## src/rtl/fetch_buffer.sv

```systemverilog
// Dual-issue instruction fetch queue between fetch and decode.
// Define FETCH_BUFFER_BYPASS_EN to forward fetch slots straight to decode when empty.
module fetch_buffer #(
  parameter int DEPTH = 8
) (
  input  logic         clk,
  input  logic         rstn,
  input  logic         flush,
  input  logic [1:0]   in_valid,
  input  logic [31:0]  in_pc0,
  input  logic [31:0]  in_pc1,
  input  logic [31:0]  in_pc_next0,
  input  logic [31:0]  in_pc_next1,
  input  logic [31:0]  in_inst0,
  input  logic [31:0]  in_inst1,
  input  logic [6:0]   in_exception0,
  input  logic [6:0]   in_exception1,
  input  logic [31:0]  in_badv0,
  input  logic [31:0]  in_badv1,
  output logic         in_ready,
  output logic [135:0] out_bundle0,
  output logic [135:0] out_bundle1,
  input  logic [1:0]   out_accept
);

  localparam int AW = $clog2(DEPTH);
  localparam logic [AW:0] MAX_OCC = (AW+1)'(DEPTH - 2);
  localparam logic [AW:0] TWO = (AW+1)'(2);

  typedef struct packed {
    logic [31:0] badv;
    logic [6:0]  exc;
    logic [31:0] pc_next;
    logic [31:0] pc;
    logic [31:0] inst;
  } entry_t;

  entry_t mem [DEPTH];

  logic [AW-1:0] head;
  logic [AW-1:0] tail;
  logic [AW-1:0] head1;
  logic [AW-1:0] tail1;
  logic [AW:0]   count;

  entry_t s0;
  entry_t s1;
  entry_t r0;
  entry_t r1;
  entry_t e0;
  entry_t e1;

  logic       byp;
  logic       occ0;
  logic       occ1;
  logic [1:0] npush;
  logic [1:0] npop;
  logic [1:0] hpop;
  logic [1:0] nwr;

  assign head1 = head + AW'(1);
  assign tail1 = tail + AW'(1);

  assign in_ready = count <= MAX_OCC;

  assign s0 = '{badv: in_badv0, exc: in_exception0,
                pc_next: in_pc_next0, pc: in_pc0, inst: in_inst0};
  assign s1 = '{badv: in_badv1, exc: in_exception1,
                pc_next: in_pc_next1, pc: in_pc1, inst: in_inst1};

`ifdef FETCH_BUFFER_BYPASS_EN
  assign byp = (count == '0) && !flush;
`else
  assign byp = 1'b0;
`endif

  always_comb begin
    npush = 2'd0;
    if (in_ready) begin
      unique case (in_valid)
        2'b11:   npush = 2'd2;
        2'b01:   npush = 2'd1;
        default: npush = 2'd0;
      endcase
    end
  end

  always_comb begin
    occ0 = count != '0;
    occ1 = count >= TWO;
    r0   = mem[head];
    r1   = mem[head1];
    if (byp) begin
      occ0 = npush != 2'd0;
      occ1 = npush == 2'd2;
      r0   = s0;
      r1   = s1;
    end
  end

  assign out_bundle0 = occ0 ? {1'b1, r0} : '0;
  assign out_bundle1 = occ1 ? {1'b1, r1} : '0;

  always_comb begin
    npop = 2'd0;
    if (out_accept == 2'b11 && occ1) begin
      npop = 2'd2;
    end else if (out_accept[0] && occ0) begin
      npop = 2'd1;
    end
  end

  // A bypassed slot consumed by decode never lands in storage.
  always_comb begin
    e0   = s0;
    e1   = s1;
    nwr  = npush;
    hpop = npop;
    if (byp) begin
      hpop = 2'd0;
      nwr  = npush - npop;
      if (npop == 2'd1) begin
        e0 = s1;
      end
    end
  end

  always_ff @(posedge clk) begin
    if (!flush) begin
      if (nwr != 2'd0) begin
        mem[tail] <= e0;
      end
      if (nwr == 2'd2) begin
        mem[tail1] <= e1;
      end
    end
  end

  always_ff @(posedge clk or negedge rstn) begin
    if (!rstn) begin
      head  <= '0;
      tail  <= '0;
      count <= '0;
    end else if (flush) begin
      head  <= '0;
      tail  <= '0;
      count <= '0;
    end else begin
      head  <= head + AW'(hpop);
      tail  <= tail + AW'(nwr);
      count <= count + (AW+1)'(nwr) - (AW+1)'(hpop);
    end
  end

endmodule

```

## config.mk

```make
export PLATFORM = sky130hd
export DESIGN_NAME = fetch_buffer
export DESIGN_NICKNAME = d
export VERILOG_FILES = /design/src/rtl/fetch_buffer.sv
export SDC_FILE = /design/constraint.sdc
export NUM_CORES = 2
export LEC_CHECK = 0
export ABC_CLOCK_PERIOD_IN_PS = 8900
export CORE_UTILIZATION = 55
export DETAILED_ROUTE_END_ITERATION = 12
export DONT_BUFFER_PORTS = 1
export PLACE_DENSITY = 0.78
export RECOVER_POWER = 100
export SLEW_MARGIN = 40
export SYNTH_ARGS = -nofsm -noshare
export SYNTH_HDL_FRONTEND = slang
export SYNTH_SLANG_ARGS = --single-unit
```

## constraint.sdc

```tcl
create_clock -name clk -period 8.9 [get_ports clk]
set_input_delay 1.335 -clock clk [delete_from_list [all_inputs] [get_ports clk]]
set_output_delay 1.335 -clock clk [all_outputs]
set_load 0.005 [all_outputs]
```

After elaboration in Yosys (flattened, before gate mapping)
Memories as Yosys holds them, arrays and structs flattened.
Cells that the tools add are included.
{"block": "classes", "addsub": 6, "mul": 0, "n_div": 0, "magnitude_cmp": 2, "eq_ne": 4, "shifts": 0, "mux": 15, "bitwise": 0, "n_reduce_logical": 4}
{"op": "$mux 136", "n": 2}
{"op": "$mux 1", "n": 7}
{"op": "$add 3x1->3 const B", "n": 2}
{"op": "$add 3x2->3", "n": 2}
{"op": "$eq 2x2->1 const B", "n": 3}
{"op": "$mux 3", "n": 2}
{"op": "$add 4x2->4", "n": 1}
{"op": "$ge 4x2->1 const B", "n": 1}
{"op": "$le 4x3->1 const B", "n": 1}
{"op": "$mux 2", "n": 2}
{"op": "$mux 4", "n": 1}
{"op": "$pmux 2 s2", "n": 1}
{"op": "$reduce_bool 4->1", "n": 1}
{"op": "$sub 4x2->4", "n": 1}
{"op": "$eq 2x1->1 const B", "n": 1}
{"op": "$logic_and 1x1->1", "n": 2}
{"op": "$reduce_bool 2->1", "n": 1}
{"block": "totals", "register_bits": 10, "latchBits": 0, "ramBits": 1080, "romBits": 0, "output_inout_bits": 273, "word_cells": 35, "n_memories": 1}
{"memory": "mem", "words": 8, "width": 135, "rd": 2, "rd_clocked_by_memory_dff": 0, "write_ports": 2, "line": "38", "rtl": "entry_t mem [DEPTH];"}

Logic depth before layout (Yosys ltp)
{"block": "logic_depth", "word_depth": 7, "mapped_depth": 14}

Worst setup path after synthesis
OpenSTA, ideal clock, no wires.
{"block": "synth_path", "kind": "input-to-reg", "startpoint": "input in_valid[1]", "endpoint": "memory mem[3][0] (netlist name) (enable)", "setup_time_ps": 674, "arrival_time_ps": 8332, "required_time_ps": 8226, "path_slack_ps": -106, "stages": 4, "path_buffers": 1, "cell_sequence": "buf_2 nor2b_1 nand3_1 a21oi_1"}
{"item": "start: declaration", "line": "9", "rtl": "input logic [1:0] in_valid,"}
{"item": "end: declaration", "line": "38"}

==> impl_metrics.env <==
export IMPL_status="finished with violations"
export IMPL_violations="max-capacitance violations, max-slew violations"
export IMPL_power_density_nw_per_um2=268
export IMPL_synth_nets=4439
export IMPL_grt_use_total_pct=31.4
export IMPL_min_path_type="in -> async"
export IMPL_wl_um=187000
export IMPL_place_gp_congestion=0.846
export IMPL_cts_root_buf="clkbuf_16"
export IMPL_ys_seq_area_share_pct=51.7
export IMPL_area_growth_pct=7.40
export IMPL_synth_top_cell_area_share_pct=51.3
export IMPL_fin_ws_ns=1.51
export IMPL_yosysMostFrequentCell="edfxtp_1"
export IMPL_fin_tns_setup_ns=0
export IMPL_cp_start_kind="flip-flop"
export IMPL_synthArstFlopShare_pct=0.917
export IMPL_finalSetupViolCount=0
export IMPL_cap_violations=46
export IMPL_synthXorXnorAreaFrac_pct=0.139
export IMPL_ant_nets=0
export IMPL_vias=40300
export IMPL_critPathKind="reg -> reg"
export IMPL_grt_max_degree=165
export IMPL_fill_cells=8716
export IMPL_pre_cts_ws_ns=3.87
export IMPL_nets=4257
export IMPL_crit_fanout=66
export IMPL_avgSynthCellArea_um2=15.2
export IMPL_drtIter0Drc=4379
export IMPL_seq_area_um2=32700
export IMPL_syn_area_um2=63200
export IMPL_reg2reg_to="mem[6][37]"
export IMPL_antenna_found_initial=3
export IMPL_drt_first_pass_iters=5
export IMPL_synth_edf_count=1080
export IMPL_period_minus_slack_ns=7.39
export IMPL_cts_buffers=116
export IMPL_die_x_um=341
export IMPL_worstSetupStartpoint="count[3]"
export IMPL_multiInputGateArea_um2=28800
export IMPL_r2r_slack_ns=1.51
export IMPL_drc=0
export IMPL_vias_per_cell=7.23
export IMPL_synth_compound_area_share_pct=7.33
export IMPL_fin_hold_ws_ns=0.313
export IMPL_worst_pin_slew_ns=4.28
export IMPL_synth_warnings=0
export IMPL_worstRegToRegCells=9
export IMPL_n_antenna_cell=0
export IMPL_synth_cell_type_count=44
export IMPL_dieArea_um2=116000
export IMPL_critPathCaptureType="flip-flop"
export IMPL_dp_hpwl_um=104000
export IMPL_postCtsSetupBuffers=0
export IMPL_cts_tree="yes"
export IMPL_drive_above_1_share_pct=38.2
export IMPL_grt_first_pass_wirelength_um=271000
export IMPL_die_height_um=341
export IMPL_synth_top_family_by_area="multiplexers"
export IMPL_finalHoldViolations=0
export IMPL_grt_overflow_total=0
export IMPL_placed_cells=5350
export IMPL_clock_sinks=1090
export IMPL_ctsHtreeMaxLevel=3
export IMPL_peakVddDrop_mv=0.273
export IMPL_io_pins=550
export IMPL_io_buffers=0
export IMPL_ctsLongestPathBuffers=3
export IMPL_maxSlewHeadroom_pct=-186
export IMPL_initial_utilization_pct=55.4
export IMPL_synthSimpleGateAreaFrac_pct=4.53
export IMPL_synth_top_area_cell="edfxtp_1"
export IMPL_wl_per_cell_um=33.5
export IMPL_max_clock_freq_ghz=0.135
export IMPL_endpoint="mem[6][37]"
export IMPL_regToRegStartpoint="count[3]"
export IMPL_final_max_slew_viol_count=1941
export IMPL_num_rows=124
export IMPL_first_global_vias=41000
export IMPL_core_um2=114000
export IMPL_synthAdderAreaFrac_pct=0.325
export IMPL_clk_insertion_delay_late_ns=0.73
export IMPL_cts_resized=0
export IMPL_synth_seq_cells=1090
export IMPL_cp_required_ns=9.34
export IMPL_power_leakage_nw=20.6
export IMPL_period_share_pct=83.0
export IMPL_fin_skew_ns=0.0218
export IMPL_synth_cells=4148
export IMPL_final_cells=5574
export IMPL_yosys_top_cells_area="edfxtp_1 (51%), mux2_2 (19%), mux4_2 (9.6%), mux2i_1 (4.3%), a22o_1 (3.7%)"
export IMPL_synth_area_mux_share_pct=33.1
export IMPL_crit_arrival_ns=7.83
export IMPL_hold_buffers=0
export IMPL_synth_ff_type="edfxtp_1"
export IMPL_yosys_top_cells_count="edfxtp_1 (1,080), mux2_2 (1,062), nor2b_1 (278)"
export IMPL_rsz0062_at_grt="no"
export IMPL_clkTransAtPathRegs_ns=0.06
[worst min path at each step]
stage,from,end,slack (ns),depth (start not counted)
detailed placement,count[0],count[0],0.72,2
global route,rstn,head[1],0.30,0
floorplan,count[0],count[0],0.61,2
global placement,count[0],count[0],0.69,2
CTS,rstn,head[1],0.27,0
finish,rstn,count[0],0.31,0
[critical path: stages, from the launching register on]
cell,delay (ns)
dfrtp_1,0.39
inv_1,0.09
ha_1,0.15
nand2_1,0.08
mux2_1,0.43
clkinv_1,0.33
nand4_1,0.22
clkbuf_1,2.57
clkbuf_2,2.14
mux2_2,0.47
[per-layer routing]
layer	share of wire (%)	track usage (%)	vias up
met5	0	0	-
met4	3.2	11.2	0
met3	12	8.62	393
met2	47	50.2	2351
met1	37	41.2	20800
li1	-	-	16800
[report_power, final]
part	internal, W	switching [W]	leakage (nW)
Sequential	0.00595	0.000160	9.89
Clock	0.00268	0.00205	1.75
Combinational	0.00299	0.00435	8.99
[sequential cells by signal, indices dropped and copies added (netlist names)]
name / count
tail: 3
head: 3
count: 4
mem: 1080
[cells by family (layout without fill, tap and decap cells)]
| kind of cell | after synthesis | after routing |
|---|---|---|
| muxes | 1621 | 1621 |
| DFF | 1090 | 1090 |
| AOI/OAI and AO/OA | 551 | 551 |
| xor gates and xnor gates | 7 | 7 |
| buffers and inverters | 404 | 318 |
| and+or+nand+nor | 461 | 461 |
| adders and majority gates | 14 | 14 |
[through the flow]
step | utilization, % | total power (W) | instance area [µm²]
after global placement | 56.3 | 0.0132 | 64300
after floorplan | - | 0.0113 | 63200
after CTS | 59.7 | 0.0181 | 68200
after detailed placement | 56.5 | 0.0134 | 64500
final | 59.5 | 0.0182 | 67900
after global routing | 59.5 | 0.0187 | 67900
[final cells by class]
| cell class | instances | share of cell area [%] |
|---|---|---|
| flip-flops and latches | 1090 | 48.1 |
| multi-input cells | 2654 | 42.4 |
| clock buffers | 149 | 4.58 |
| well taps | 1512 | 2.79 |
| repair buffers | 89 | 1.24 |
| clock inverters | 65 | 0.800 |
| inverters | 15 | 0.0829 |
[cells in the final DEF (no fill, tap or decap), types with 4 or more instances in the layout]
cell type   instances
a2111oi_0         135
a211oi_1          135
a22o_1            270
and3_1              6
buf_12             15
buf_16              6
buf_4              17
buf_6               6
bufinv_16           8
clkbuf_1           65
clkbuf_16         120
clkbuf_2            9
clkinv_1           33
clkinv_2           13
clkinvlp_4          8
dfrtp_1             8
edfxtp_1         1080
fa_1                4
ha_1               10
inv_1              14
mux2_1             20
mux2_2           1061
mux2i_1           270
mux4_2            270
nand2_1             8
nand3_1             6
nor2_1             11
nor2_4              4
nor2b_1           277
nor4_1            133
xnor2_1             4
(Power assumes the default switching activity.)
